## src/rtl/alu_simd_pipe.sv

```systemverilog
// alu_simd_pipe: handshaked, registered SIMD ALU with per-lane flags and signed saturation.
// Define ALU_SIMD_DIV_EN to build in the iterative unsigned divider (DIVU/REMU).
module alu_simd_pipe #(
    parameter int LANE_WIDTH = 8,
    parameter int LANES      = 4
) (
    input  logic                        clk,
    input  logic                        rst_n,
    input  logic                        in_valid,
    output logic                        in_ready,
    input  logic [3:0]                  op,
    input  logic                        sat,
    input  logic [LANE_WIDTH*LANES-1:0] operand_a,
    input  logic [LANE_WIDTH*LANES-1:0] operand_b,
    output logic                        out_valid,
    input  logic                        out_ready,
    output logic [LANE_WIDTH*LANES-1:0] result,
    output logic [LANES-1:0]            zero,
    output logic [LANES-1:0]            negative,
    output logic [LANES-1:0]            carry,
    output logic [LANES-1:0]            overflow,
    output logic                        illegal
);
    localparam int W   = LANE_WIDTH * LANES;
    localparam int SHW = $clog2(LANE_WIDTH);
    localparam int MSB = LANE_WIDTH - 1;

    typedef enum logic [0:0] {IDLE, DIV_RUN} state_t;
    state_t state, state_next;

    logic             out_free, accept, is_div_op, op_illegal, div_load;
    logic [W-1:0]     alu_res;
    logic [LANES-1:0] alu_zero, alu_neg, alu_carry, alu_ovf;

    assign out_free = !out_valid || out_ready;
    assign in_ready = rst_n && (state == IDLE) && out_free;
    assign accept   = in_valid && in_ready;

`ifdef ALU_SIMD_DIV_EN
    assign is_div_op  = (op == 4'hB) || (op == 4'hC);
    assign op_illegal = (op >= 4'hD);

    localparam int CW = $clog2(LANE_WIDTH + 1);
    logic [W-1:0]     div_q, div_r, div_b, step_q, step_r, div_res;
    logic [LANES-1:0] div_zero, div_neg;
    logic             div_rem, div_done;
    logic [CW-1:0]    div_cnt;

    // Once all quotient bits are computed the registers hold the answer; on the
    // final iteration the answer is taken straight from the step logic instead.
    assign div_done = (div_cnt == CW'(LANE_WIDTH));
    assign div_load = (state == DIV_RUN) && (div_cnt >= CW'(LANE_WIDTH - 1)) && out_free;
    assign div_res  = div_rem ? (div_done ? div_r : step_r) : (div_done ? div_q : step_q);

    always_ff @(posedge clk or negedge rst_n) begin
        if (!rst_n) begin
            div_q   <= '0;
            div_r   <= '0;
            div_b   <= '0;
            div_rem <= 1'b0;
            div_cnt <= '0;
        end else if (accept && is_div_op) begin
            div_q   <= operand_a;
            div_r   <= '0;
            div_b   <= operand_b;
            div_rem <= (op == 4'hC);
            div_cnt <= '0;
        end else if ((state == DIV_RUN) && !div_done) begin
            div_q   <= step_q;
            div_r   <= step_r;
            div_cnt <= div_cnt + CW'(1);
        end
    end
`else
    assign is_div_op  = 1'b0;
    assign op_illegal = (op >= 4'hB);
    assign div_load   = 1'b0;
`endif

    for (genvar i = 0; i < LANES; i++) begin : g_lane
        logic [MSB:0]        a, b, r;
        logic [LANE_WIDTH:0] sum, dif;
        logic [SHW-1:0]      sh;
        logic                c, v;

        assign a  = operand_a[i*LANE_WIDTH +: LANE_WIDTH];
        assign b  = operand_b[i*LANE_WIDTH +: LANE_WIDTH];
        assign sh = b[SHW-1:0];

        always_comb begin
            sum = {1'b0, a} + {1'b0, b};
            dif = {1'b0, a} - {1'b0, b};
            r   = '0;
            c   = 1'b0;
            v   = 1'b0;
            case (op)
                4'h0: begin
                    r = sum[MSB:0];
                    c = sum[LANE_WIDTH];
                    v = (a[MSB] == b[MSB]) && (sum[MSB] != a[MSB]);
                end
                4'h1: begin
                    r = dif[MSB:0];
                    c = !dif[LANE_WIDTH];
                    v = (a[MSB] != b[MSB]) && (dif[MSB] != a[MSB]);
                end
                4'h2:    r = a & b;
                4'h3:    r = a | b;
                4'h4:    r = a ^ b;
                4'h5:    r = a << sh;
                4'h6:    r = a >> sh;
                4'h7:    r = $signed(a) >>> sh;
                4'h8:    r = ($signed(a) < $signed(b)) ? a : b;
                4'h9:    r = ($signed(a) > $signed(b)) ? a : b;
                4'hA:    r = a * b;
                default: r = '0;
            endcase
            // Only ADD/SUB can raise v, so saturation is naturally limited to them.
            if (sat && v) r = a[MSB] ? {1'b1, {MSB{1'b0}}} : {1'b0, {MSB{1'b1}}};
        end

        assign alu_res[i*LANE_WIDTH +: LANE_WIDTH] = r;
        assign alu_carry[i] = c;
        assign alu_ovf[i]   = v;
        assign alu_zero[i]  = (r == '0);
        assign alu_neg[i]   = r[MSB];

`ifdef ALU_SIMD_DIV_EN
        // Restoring step: bit LANE_WIDTH of the trial difference is the borrow.
        logic [LANE_WIDTH:0] shifted, trial;
        assign shifted = {div_r[i*LANE_WIDTH +: LANE_WIDTH], div_q[i*LANE_WIDTH + MSB]};
        assign trial   = shifted - {1'b0, div_b[i*LANE_WIDTH +: LANE_WIDTH]};
        assign step_r[i*LANE_WIDTH +: LANE_WIDTH] = trial[LANE_WIDTH] ? shifted[MSB:0] : trial[MSB:0];
        assign step_q[i*LANE_WIDTH +: LANE_WIDTH] = {div_q[i*LANE_WIDTH +: MSB], !trial[LANE_WIDTH]};
        assign div_zero[i] = (div_res[i*LANE_WIDTH +: LANE_WIDTH] == '0);
        assign div_neg[i]  = div_res[i*LANE_WIDTH + MSB];
`endif
    end

    always_ff @(posedge clk or negedge rst_n) begin
        if (!rst_n) state <= IDLE;
        else        state <= state_next;
    end

    always_comb begin
        state_next = state;
        case (state)
            IDLE:    if (accept && is_div_op) state_next = DIV_RUN;
            DIV_RUN: if (div_load) state_next = IDLE;
            default: state_next = IDLE;
        endcase
    end

    always_ff @(posedge clk or negedge rst_n) begin
        if (!rst_n) begin
            out_valid <= 1'b0;
            result    <= '0;
            zero      <= '0;
            negative  <= '0;
            carry     <= '0;
            overflow  <= '0;
            illegal   <= 1'b0;
`ifdef ALU_SIMD_DIV_EN
        end else if (div_load) begin
            out_valid <= 1'b1;
            result    <= div_res;
            zero      <= div_zero;
            negative  <= div_neg;
            carry     <= '0;
            overflow  <= '0;
            illegal   <= 1'b0;
`endif
        end else if (accept && !is_div_op) begin
            out_valid <= 1'b1;
            illegal   <= op_illegal;
            result    <= op_illegal ? '0 : alu_res;
            zero      <= op_illegal ? '0 : alu_zero;
            negative  <= op_illegal ? '0 : alu_neg;
            carry     <= op_illegal ? '0 : alu_carry;
            overflow  <= op_illegal ? '0 : alu_ovf;
        end else if (out_ready) begin
            out_valid <= 1'b0;
        end
    end
endmodule
```

## config.mk

```make
export PLATFORM = sky130hd
export DESIGN_NAME = alu_simd_pipe
export DESIGN_NICKNAME = d
export VERILOG_FILES = /design/src/rtl/alu_simd_pipe.sv
export SDC_FILE = /design/constraint.sdc
export NUM_CORES = 1
export LEC_CHECK = 0
export ABC_AREA = 1
export CAP_MARGIN = 20
export CORE_AREA = 5 5 244 246
export DETAILED_ROUTE_END_ITERATION = 10
export DIE_AREA = 0 0 249 251
export GPL_ROUTABILITY_DRIVEN = 0
export PLACE_DENSITY = 0.39
export SYNTH_ARGS = -nofsm -noshare
export SYNTH_HDL_FRONTEND = slang
export SYNTH_SLANG_ARGS = --single-unit
```

## constraint.sdc

```tcl
create_clock -name clk -period 1.6 [get_ports clk]
set_clock_uncertainty 0.1 [all_clocks]
set_input_delay 0.32 -clock clk [delete_from_list [all_inputs] [get_ports clk]]
set_output_delay 0.32 -clock clk [all_outputs]
set_load 0.02 [all_outputs]
```

-- Word level (Yosys, flattened, before mapping)
Cells that the tools add are included.
- magnitude comparators: 9
- equal/unequal tests: 26
- shift operators: 12
- multiplexer cells: 36
- bitwise logic cells: 13
- multiply operators: 4
- reduce and logical (&&, ||, !) cells: 27
- add/sub/neg operators: 8
- operators by type and width (cell ; count):
    $pmux W8 S11 ; 4
    $mux W8 ; 16
    $add A8 B8 Y9 ; 4
    $sub A8 B8 Y9 ; 4
    $and A8 B8 Y8 ; 4
    $gt A8 B8 Y1 ; 4
    $logic_not A8 Y1 ; 4
    $lt A8 B8 Y1 ; 4
    $mul A8 B8 Y8 ; 4
    $mux W32 ; 1
    $or A8 B8 Y8 ; 4
    $shl A8 B3 Y8 ; 4
    $shr A8 B3 Y8 ; 4
    $sshr A8 B3 Y8 ; 4
    $xor A8 B8 Y8 ; 4
    $pmux W1 S2 ; 9
    $eq A4 B3 Y1 const B ; 4
    $mux W4 ; 4
    $logic_and A1 B1 Y1 ; 15
    $eq A4 B4 Y1 const B ; 3
    $ne A1 B1 Y1 ; 12
    $eq A4 B2 Y1 const B ; 2
    $logic_not A1 Y1 ; 5
    $eq A1 B1 Y1 ; 4
    7 further kinds ; 8
- register bits: 51
- output and inout port bits: 51

-- Depth between registers and ports, before layout
Gate-level depths: netlist of run 1.
- word-level depth: 8
- mapped depth: 27

-- Worst setup path before layout of run 1
No wires, ideal clock.
- kind: input-to-reg
- start point: input operand_b[26]
- end point: register zero[3]
- path slack: -2.810 ns
- cell stages on the path: 26
- setup time: 0.066 ns
- data arrival time: 4.244 ns
- path through: buf_2 -> clkbuf_1 -> nand2_1 -> fa_1 -> fa_1 -> inv_1 -> fa_1 -> inv_1 -> fa_1 -> inv_1 -> ha_1 -> nand2_1 -> nand2_1 -> a21oi_1 -> nand3_1 -> nand2_1 -> nand2_1 -> nand2_1 -> nand2_1 -> nand3_1 -> nand3_1 -> nor2_1 -> nand3_1 -> a21oi_1 -> nand2_1 -> nand2_1
- word-level cells in the longest chain between the ends: 8
- ends and longest elaborated chain (element ; line ; source):
    start: declaration ; 14 ; input logic [LANE_WIDTH*LANES-1:0] operand_b,
    parallel branches: the longest is 5 deep, another holds $mul A8 B8 Y8 ; n/a ;
    $mux W8 (*) ; 119 ; if (sat && v) r = a[MSB] ? {1'b1, {MSB{1'b0}}} : {1'b0, {MSB{1'b1}}};
    $logic_not A8 Y1 (*) ; 125 ; assign alu_zero[i] = (r == '0);
    $mux W4 (*) ; 177 ; zero <= op_illegal ? '0 : alu_zero;
    end signal: assignment ; 177 ;
    end: declaration ; 18 ; output logic [LANES-1:0] zero,
Mark *: on every way between the ends.
A chain may end at the register's enable or synchronous reset.

-- Final worst setup path of run 1
- start point: input operand_b[27]
- end point: register zero[3]
Same word-level chain as after synthesis.

==> metrics.cfg, run 1 <==
[finish]
diodes = 0
finalNetCount = 3435
final_util = 0.440
drive_above_1_share = 0.453
post-route-cell-area_um2 = 25100
syn2layout_area_growth_pct = 77.7

[global_routing]
gr-total-overflow = 0
grt_pass1_wl_um = 108000
grt_pass1_vias = 19054
antenna_found_initial = 0
track_usage = 0.214
grt_max_degree = 47

[setup_path]
cp-start-kind = input pin
reg2regPathDepth = 11
endpoint_kind = flip-flop
r2r-start = out_valid$_DFFE_PN0P_
criticalPathCategory = in2reg
critPathMaxFanout = 3
cp.arrival_ns = 4.00
worstPathRequired_ns = 1.76
r2r_end = zero[3]$_DFFE_PN0P_
ff2ff_setup_slack_ns = -0.23
critPathLaunch = operand_b[27]

[logic_synthesis]
ys_ff_latch = 46
synthArstFlopShare = 1.00
yosysMostFrequentCell = nand2_1
synthTopCellsByArea = nand2_1 18%, ha_1 15%, inv_1 9.7%, nand3_1 8.9%, dfrtp_1 8.1%
syn_avg_cell_area_um2 = 5.90
synth_cell_types = 58
synth-edff-count = 0
syn_nets = 2688
yosysTopAreaCell = nand2_1
synth_area_um2 = 14100
synth_common_cells = 678 x nand2_1, 365 x inv_1, 252 x nand3_1, 164 x ha_1, 156 x nor2_1
syn_inst = 2395
ys_warn_count = 0
ys_seq_area_frac = 0.0814
synth_flop_cell = dfrtp_1
yosysTopAreaCellShare = 0.180

[floorplan]
ios = 124
rows = 88
die_w_um = 249
dieArea_um2 = 62500
core_area_um2 = 57100
die_h_um = 251
initial_core_util = 0.247

[timing]
fin_ws_ns = -2.24
finalCriticalPeriod_ns = 3.84
clock.fmax_ghz = 0.261
rsz0062_at_grt = yes
hold_viol = 0
timing.final.crit_share = 2.40
setup_viol = 45
slew_headroom = 0.542
tns_ns = -62.06
maxSlewViolCount = 0
max_slew.worst_pin.slew_ns = 0.687
hold_slack_ns = 0.0425

[drt]
antenna_left = 0
viasPerCell = 4.80
drt-total-wl_um = 69900
vias = 18767
firstDrtPassIters = 5
initialDrtViolationCount = 1142
drc = 0
detail_route.wl_per_cell_um = 17.9

[flow_run]
drv_cap = 0

[clock_tree]
cts_tree = built
cts_num_sinks = 46
cts_buffer_depth = 2
cts-root-buf = clkbuf_16
cts_hold_buf = 0
path_clk_slew_ns = 0.07
worstSkewPairLatency_ns = 0.32
h-tree-depth = 2
cts_inserted_buffers = 5

[placement]
io_buffers = 123
dpl.hpwl_um = 56100
dpl_cell_area_um2 = 21000

[power_and_ir_drop]
vdd_ir_drop_max_mv = 0.403
power.density_nw_per_um2 = 500
leakagePower_nw = 12.9

[hold_path]
min_path_type = in2async

[outcome]
violations = setup timing
outcome = complete, but fails checks

[power breakdown]
part	internal (mW)	switching, mW
registers	1.33	0.115
clock network	0.623	0.543
logic	4.60	5.33
total	6.56	5.99
[critical path, stage by stage]
cell and delay, ns:
buf_6 0.10, buf_6 0.11, ha_4 0.15, inv_2 0.06, fa_1 0.41, inv_2 0.08, ha_4 0.20, fa_1 0.52
inv_1 0.05, fa_1 0.49, inv_2 0.05, ha_4 0.22, nand2_1 0.05, inv_1 0.04, a21oi_2 0.17, inv_1 0.07
nand2_2 0.09, nand2_2 0.06, nand2_2 0.07, nand3_2 0.07, nand3_2 0.10, nand3_2 0.06, nor2_1 0.10, nand3_1 0.10
a21oi_2 0.14, nand2_1 0.06, nand2_1 0.05
[layout make-up]
type                       instances  area (µm²)
inverter                         393        1630
tap                              765         957
clock buffer                       7         143
fill                            5968       32000
sequential                        46        1150
clock inverter                     1        5.00
multi-input combinational       1866       13800
timing repair buffer             830        7450
[layout by cell type, fill, tap and decap left out, drive strengths merged, types with 3 or more instances in the layout]
| cell | count |
|---|---|
| inv | 385 |
| nand2 | 703 |
| nor2 | 167 |
| dlygate4sd2 | 65 |
| clkdlybuf4s15 | 10 |
| ha | 164 |
| o22ai | 18 |
| clkinv | 8 |
| clkbuf | 7 |
| a22oi | 5 |
| nand3 | 261 |
| nand4 | 44 |
| nand3b | 3 |
| fa | 56 |
| nor3 | 20 |
| o21a | 5 |
| o21ai | 143 |
| clkdlybuf4s50 | 6 |
| xor2 | 17 |
| xnor2 | 19 |
| a21oi | 152 |
| o211ai | 25 |
| o21bai | 5 |
| dfrtp | 46 |
| a211oi | 5 |
| a21o | 22 |
| a22o | 3 |
| o2111ai | 6 |
| buf | 748 |
| or2 | 10 |
[cell families (layout without fill, tap and decap cells)]
family,after synthesis,in the layout,share of synthesized area
XOR/XNOR,36,36,0.0223
multiplexers,2,2,0.00142
flip-flops,46,46,0.0814
buffers and inverters,487,1231,0.139
adder cells (fa/ha/maj),220,220,0.224
AND/OR/NAND/NOR,1209,1213,0.372
AO/OA/AOI/OAI,395,395,0.159
[timing repair]
| item | in CTS | in global routing |
|---|---|---|
| pin swaps | 303 | 280 |
| buffers inserted | 114 | 49 |
| gates cloned | 4 | 1 |
| endpoints found under the setup margin | 95 | 46 |
| gates resized for setup | 844 | 262 |
[flip-flops by register name, indices dropped and copies added, names as in the netlist]
register,count
carry,4
illegal,1
zero,4
result,32
overflow,4
out_valid,1
[metal layers]
layer,up-vias,track usage,part of all wire
met1,8977,0.291,0.46
met5,-,0,0
li1,9253,-,-
met4,0,0.0498,0.024
met3,89,0.0161,0.036
met2,448,0.371,0.48
[per-stage QoR]
step	total power [mW]	worst slack (ns)	std cells
after floorplan	6.15	-2.34	2395
after global placement	9.47	-3.12	3759
after detailed placement	9.53	-3.11	3759
after CTS	11.9	-2.34	3874
after global routing	13.5	-2.50	3908
final	12.5	-2.24	3908
[worst max path at each step]
stage / endpoint / slack, ns / cells past startpoint
4_1_cts: zero[3]$_DFFE_PN0P_ / -2.34 / 24
3_5_place_dp: zero[2]$_DFFE_PN0P_ / -3.11 / 22
6_report: zero[3]$_DFFE_PN0P_ / -2.24 / 27
5_1_grt: zero[3]$_DFFE_PN0P_ / -2.50 / 25
3_3_place_gp: zero[3]$_DFFE_PN0P_ / -3.12 / 25
2_1_floorplan: zero[3]$_DFFE_PN0P_ / -2.34 / 25
No activity file was read; power rests on OpenSTA's default activity.
==> run 2: changes to the inputs <==
CELL_PAD_IN_SITES_DETAIL_PLACEMENT = 1   (was default)
CELL_PAD_IN_SITES_GLOBAL_PLACEMENT = 1   (was default)
CTS_CLUSTER_DIAMETER = 30   (was default)
PLACE_DENSITY = 0.53   (was 0.39)
TNS_END_PERCENT = 30   (was default)
==> metrics.cfg, run 2 (synthesized netlist as in run 1, its figures left out) <==
[timing]
hold_slack_ns = 0.0884  ; was 0.0425 ns
maxSlewViolCount = 0  ; unchanged
clock.fmax_ghz = 0.252  ; was 0.261 GHz
fin_ws_ns = -2.37  ; was -2.24 ns
setup_viol = 45  ; unchanged
finalCriticalPeriod_ns = 3.97  ; was 3.84 ns
max_slew.worst_pin.slew_ns = 0.697  ; was 0.687 ns
slew_headroom = 0.536  ; was 0.542
rsz0062_at_grt = yes  ; unchanged
timing.final.crit_share = 2.48  ; was 2.40
hold_viol = 0  ; unchanged

[floorplan]
core_area_um2 = 57100  ; unchanged
dieArea_um2 = 62500  ; unchanged
die_h_um = 251  ; unchanged
ios = 124  ; unchanged
initial_core_util = 0.247  ; unchanged
rows = 88  ; unchanged
die_w_um = 249  ; unchanged

[power_and_ir_drop]
leakagePower_nw = 13.1  ; was 12.9 nW
power_frac_clock = 0.092  ; was 0.093
pwr-share-comb = 0.789  ; was 0.792
sw_frac_of_total = 0.482  ; was 0.477
seq_power_share = 0.119  ; was 0.115
switchingPower_mw = 6.00  ; was 5.99 mW
vdd_ir_drop_max_mv = 0.361  ; was 0.403 mV
power.density_nw_per_um2 = 523  ; was 500 nW/µm²
intPower_mw = 6.44  ; was 6.56 mW

[global_routing]
track_usage = 0.229  ; was 0.214
grt_pass1_vias = 20428  ; was 19054
grt_max_degree = 47  ; unchanged
gr-total-overflow = 0  ; unchanged
grt_pass1_wl_um = 116000  ; was 108000 µm
antenna_found_initial = 0  ; unchanged

[drt]
viasPerCell = 4.84  ; was 4.80
initialDrtViolationCount = 1006  ; was 1142
vias = 18773  ; was 18767
drt-total-wl_um = 75200  ; was 69900 µm
antenna_left = 0  ; unchanged
firstDrtPassIters = 5  ; unchanged
drc = 0  ; unchanged
detail_route.wl_per_cell_um = 19.4  ; was 17.9 µm

[setup_path]
r2r-start = out_valid$_DFFE_PN0P_  ; unchanged
cp_slowest_cell = fa_1  ; unchanged
r2r_end = zero[2]$_DFFE_PN0P_  ; was zero[3]$_DFFE_PN0P_
critPathLaunch = operand_b[27]  ; unchanged
criticalPathCategory = in2reg  ; unchanged
ff2ff_setup_slack_ns = -0.20  ; was -0.23 ns
cp.arrival_ns = 4.12  ; was 4.00 ns
cp-start-kind = input pin  ; unchanged
critPathCapture = zero[3]$_DFFE_PN0P_  ; unchanged
critPathMaxStageDelay_ns = 0.56  ; was 0.52 ns
critPathMaxFanout = 4  ; was 3
reg2regPathDepth = 11  ; unchanged
endpoint_kind = flip-flop  ; unchanged
worstPathRequired_ns = 1.75  ; was 1.76 ns
cpMostUsedCell = nand2_2

[clock_tree]
h-tree-depth = 2  ; unchanged
cts_num_sinks = 46  ; unchanged
cts_inserted_buffers = 5  ; unchanged
cts-root-buf = clkbuf_16  ; unchanged
cts_buffer_depth = 2  ; unchanged
path_clk_slew_ns = 0.08  ; was 0.07 ns
cts_tree = built  ; unchanged
worstSkewPairLatency_ns = 0.30  ; was 0.32 ns

[finish]
drive_above_1_share = 0.390  ; was 0.453
syn2layout_area_growth_pct = 68.3  ; was 77.7%
largest_reg_flops = 32  ; unchanged
finalNetCount = 3402  ; was 3435
fill_cells = 7217  ; was 5968
final_util = 0.416  ; was 0.440
final_cell_mix = 591 x buf_4, 590 x nand2_1, 278 x inv_1  ; was 560 x nand2_1, 559 x buf_4, 238 x inv_1
top_register = result  ; unchanged
final_cell_count_no_fill = 3876  ; was 3908
layout_commonest_cell = buf_4  ; was nand2_1

[placement]
placed_cells = 3792  ; was 3759
io_buffers = 123  ; unchanged
dpl.hpwl_um = 60900  ; was 56100 µm

[outcome]
outcome = complete, but fails checks  ; unchanged
violations = setup timing  ; unchanged

[flow_run]
drv_cap = 0  ; unchanged

[hold_path]
min_path_type = in2async  ; unchanged

==> run 2: changes by cell type in the layout (fill, tap and decap cells not counted), sizes merged <==
cell | previous run | this run
buf | 748 | 713
clkdlybuf4s15 | 10 | 6
dlygate4sd2 | 65 | 21
clkbuf | 7 | 10
nand2 | 703 | 702
dlymetal6s2s | 0 | 45
clkinv | 8 | 7
diode | 0 | 1
nand3 | 261 | 260
clkdlybuf4s50 | 6 | 10
inv | 385 | 387
bufbuf | 1 | 0
==> run 2: layout make-up <==
| type | count | area, µm² | area share |
|---|---|---|---|
| Sequential cell | 46 | 1150 | 0.0484 |
| Multi-Input combinational cell | 1864 | 13000 | 0.547 |
| Inverter | 393 | 1510 | 0.0633 |
| Timing Repair Buffer | 799 | 7000 | 0.294 |
| Clock buffer | 6 | 139 | 0.00584 |
| Clock inverter | 2 | 12.5 | 0.000526 |
| Antenna cell | 1 | 2.50 | 0.000105 |
| Tap cell | 765 | 957 | 0.0402 |
==> run 2: power groups by stage <==
| stage | logic, mW | registers (mW) | clock network [mW] |
|---|---|---|---|
| after global placement | 7.86 | 1.51 | 0 |
| after CTS | 9.05 | 1.49 | 1.15 |
| final | 9.82 | 1.48 | 1.14 |
| after detailed placement | 8.10 | 1.51 | 0 |
| after global routing | 10.7 | 1.51 | 1.23 |
| after floorplan | 4.24 | 1.66 | 0 |
==> run 2: through the flow <==
stage	area [µm²]	worst slack (ns)	setup TNS [ns]	power, mW
floorplan	14500	-2.35	-62.90	5.91
global placement	20800	-3.13	-105.04	9.37
detailed placement	20800	-3.23	-108.01	9.62
CTS	22500	-2.41	-72.75	11.7
global route	23800	-2.55	-71.21	13.4
finish	23800	-2.37	-64.84	12.4
==> run 2: repair_timing <==
action                                  in CTS  in global routing
gates resized for setup                    558                305
hold buffers                                 0                  0
endpoints found under the setup margin      96                 90
setup buffers                               56                 23
gates cloned                                 1                  2
endpoints found under the hold margin        0                  0
pin swaps                                  193                173
==> run 2: worst min-delay path by stage <==
stage / start / end / slack, ns / cells past startpoint
after global routing: rst_n / result[1]$_DFFE_PN0P_ / 0.14 / 2
after detailed placement: result[16]$_DFFE_PN0P_ / result[16]$_DFFE_PN0P_ / 0.37 / 1
after floorplan: rst_n / carry[0]$_DFFE_PN0P_ / -0.08 / 0
after CTS: rst_n / out_valid$_DFFE_PN0P_ / 0.10 / 2
final: rst_n / result[13]$_DFFE_PN0P_ / 0.09 / 2
after global placement: result[18]$_DFFE_PN0P_ / result[18]$_DFFE_PN0P_ / 0.36 / 1
==> run 2: layer usage <==
metal  vias to the layer above  global-route usage  routed length, µm
li1                       9142                   -                  -
met1                      9217               0.300              34000
met2                       331               0.422              37500
met3                        83              0.0108               1960
met4                         0              0.0465               1730
met5                         -                   0                  0
==> run 2: worst max-delay path: cells and delay by family <==
kind | cells | cell delay, ns
buf+inv | 7 | 0.53
simple gates | 12 | 0.92
fa+ha+maj | 6 | 2.07
compound gates | 2 | 0.29
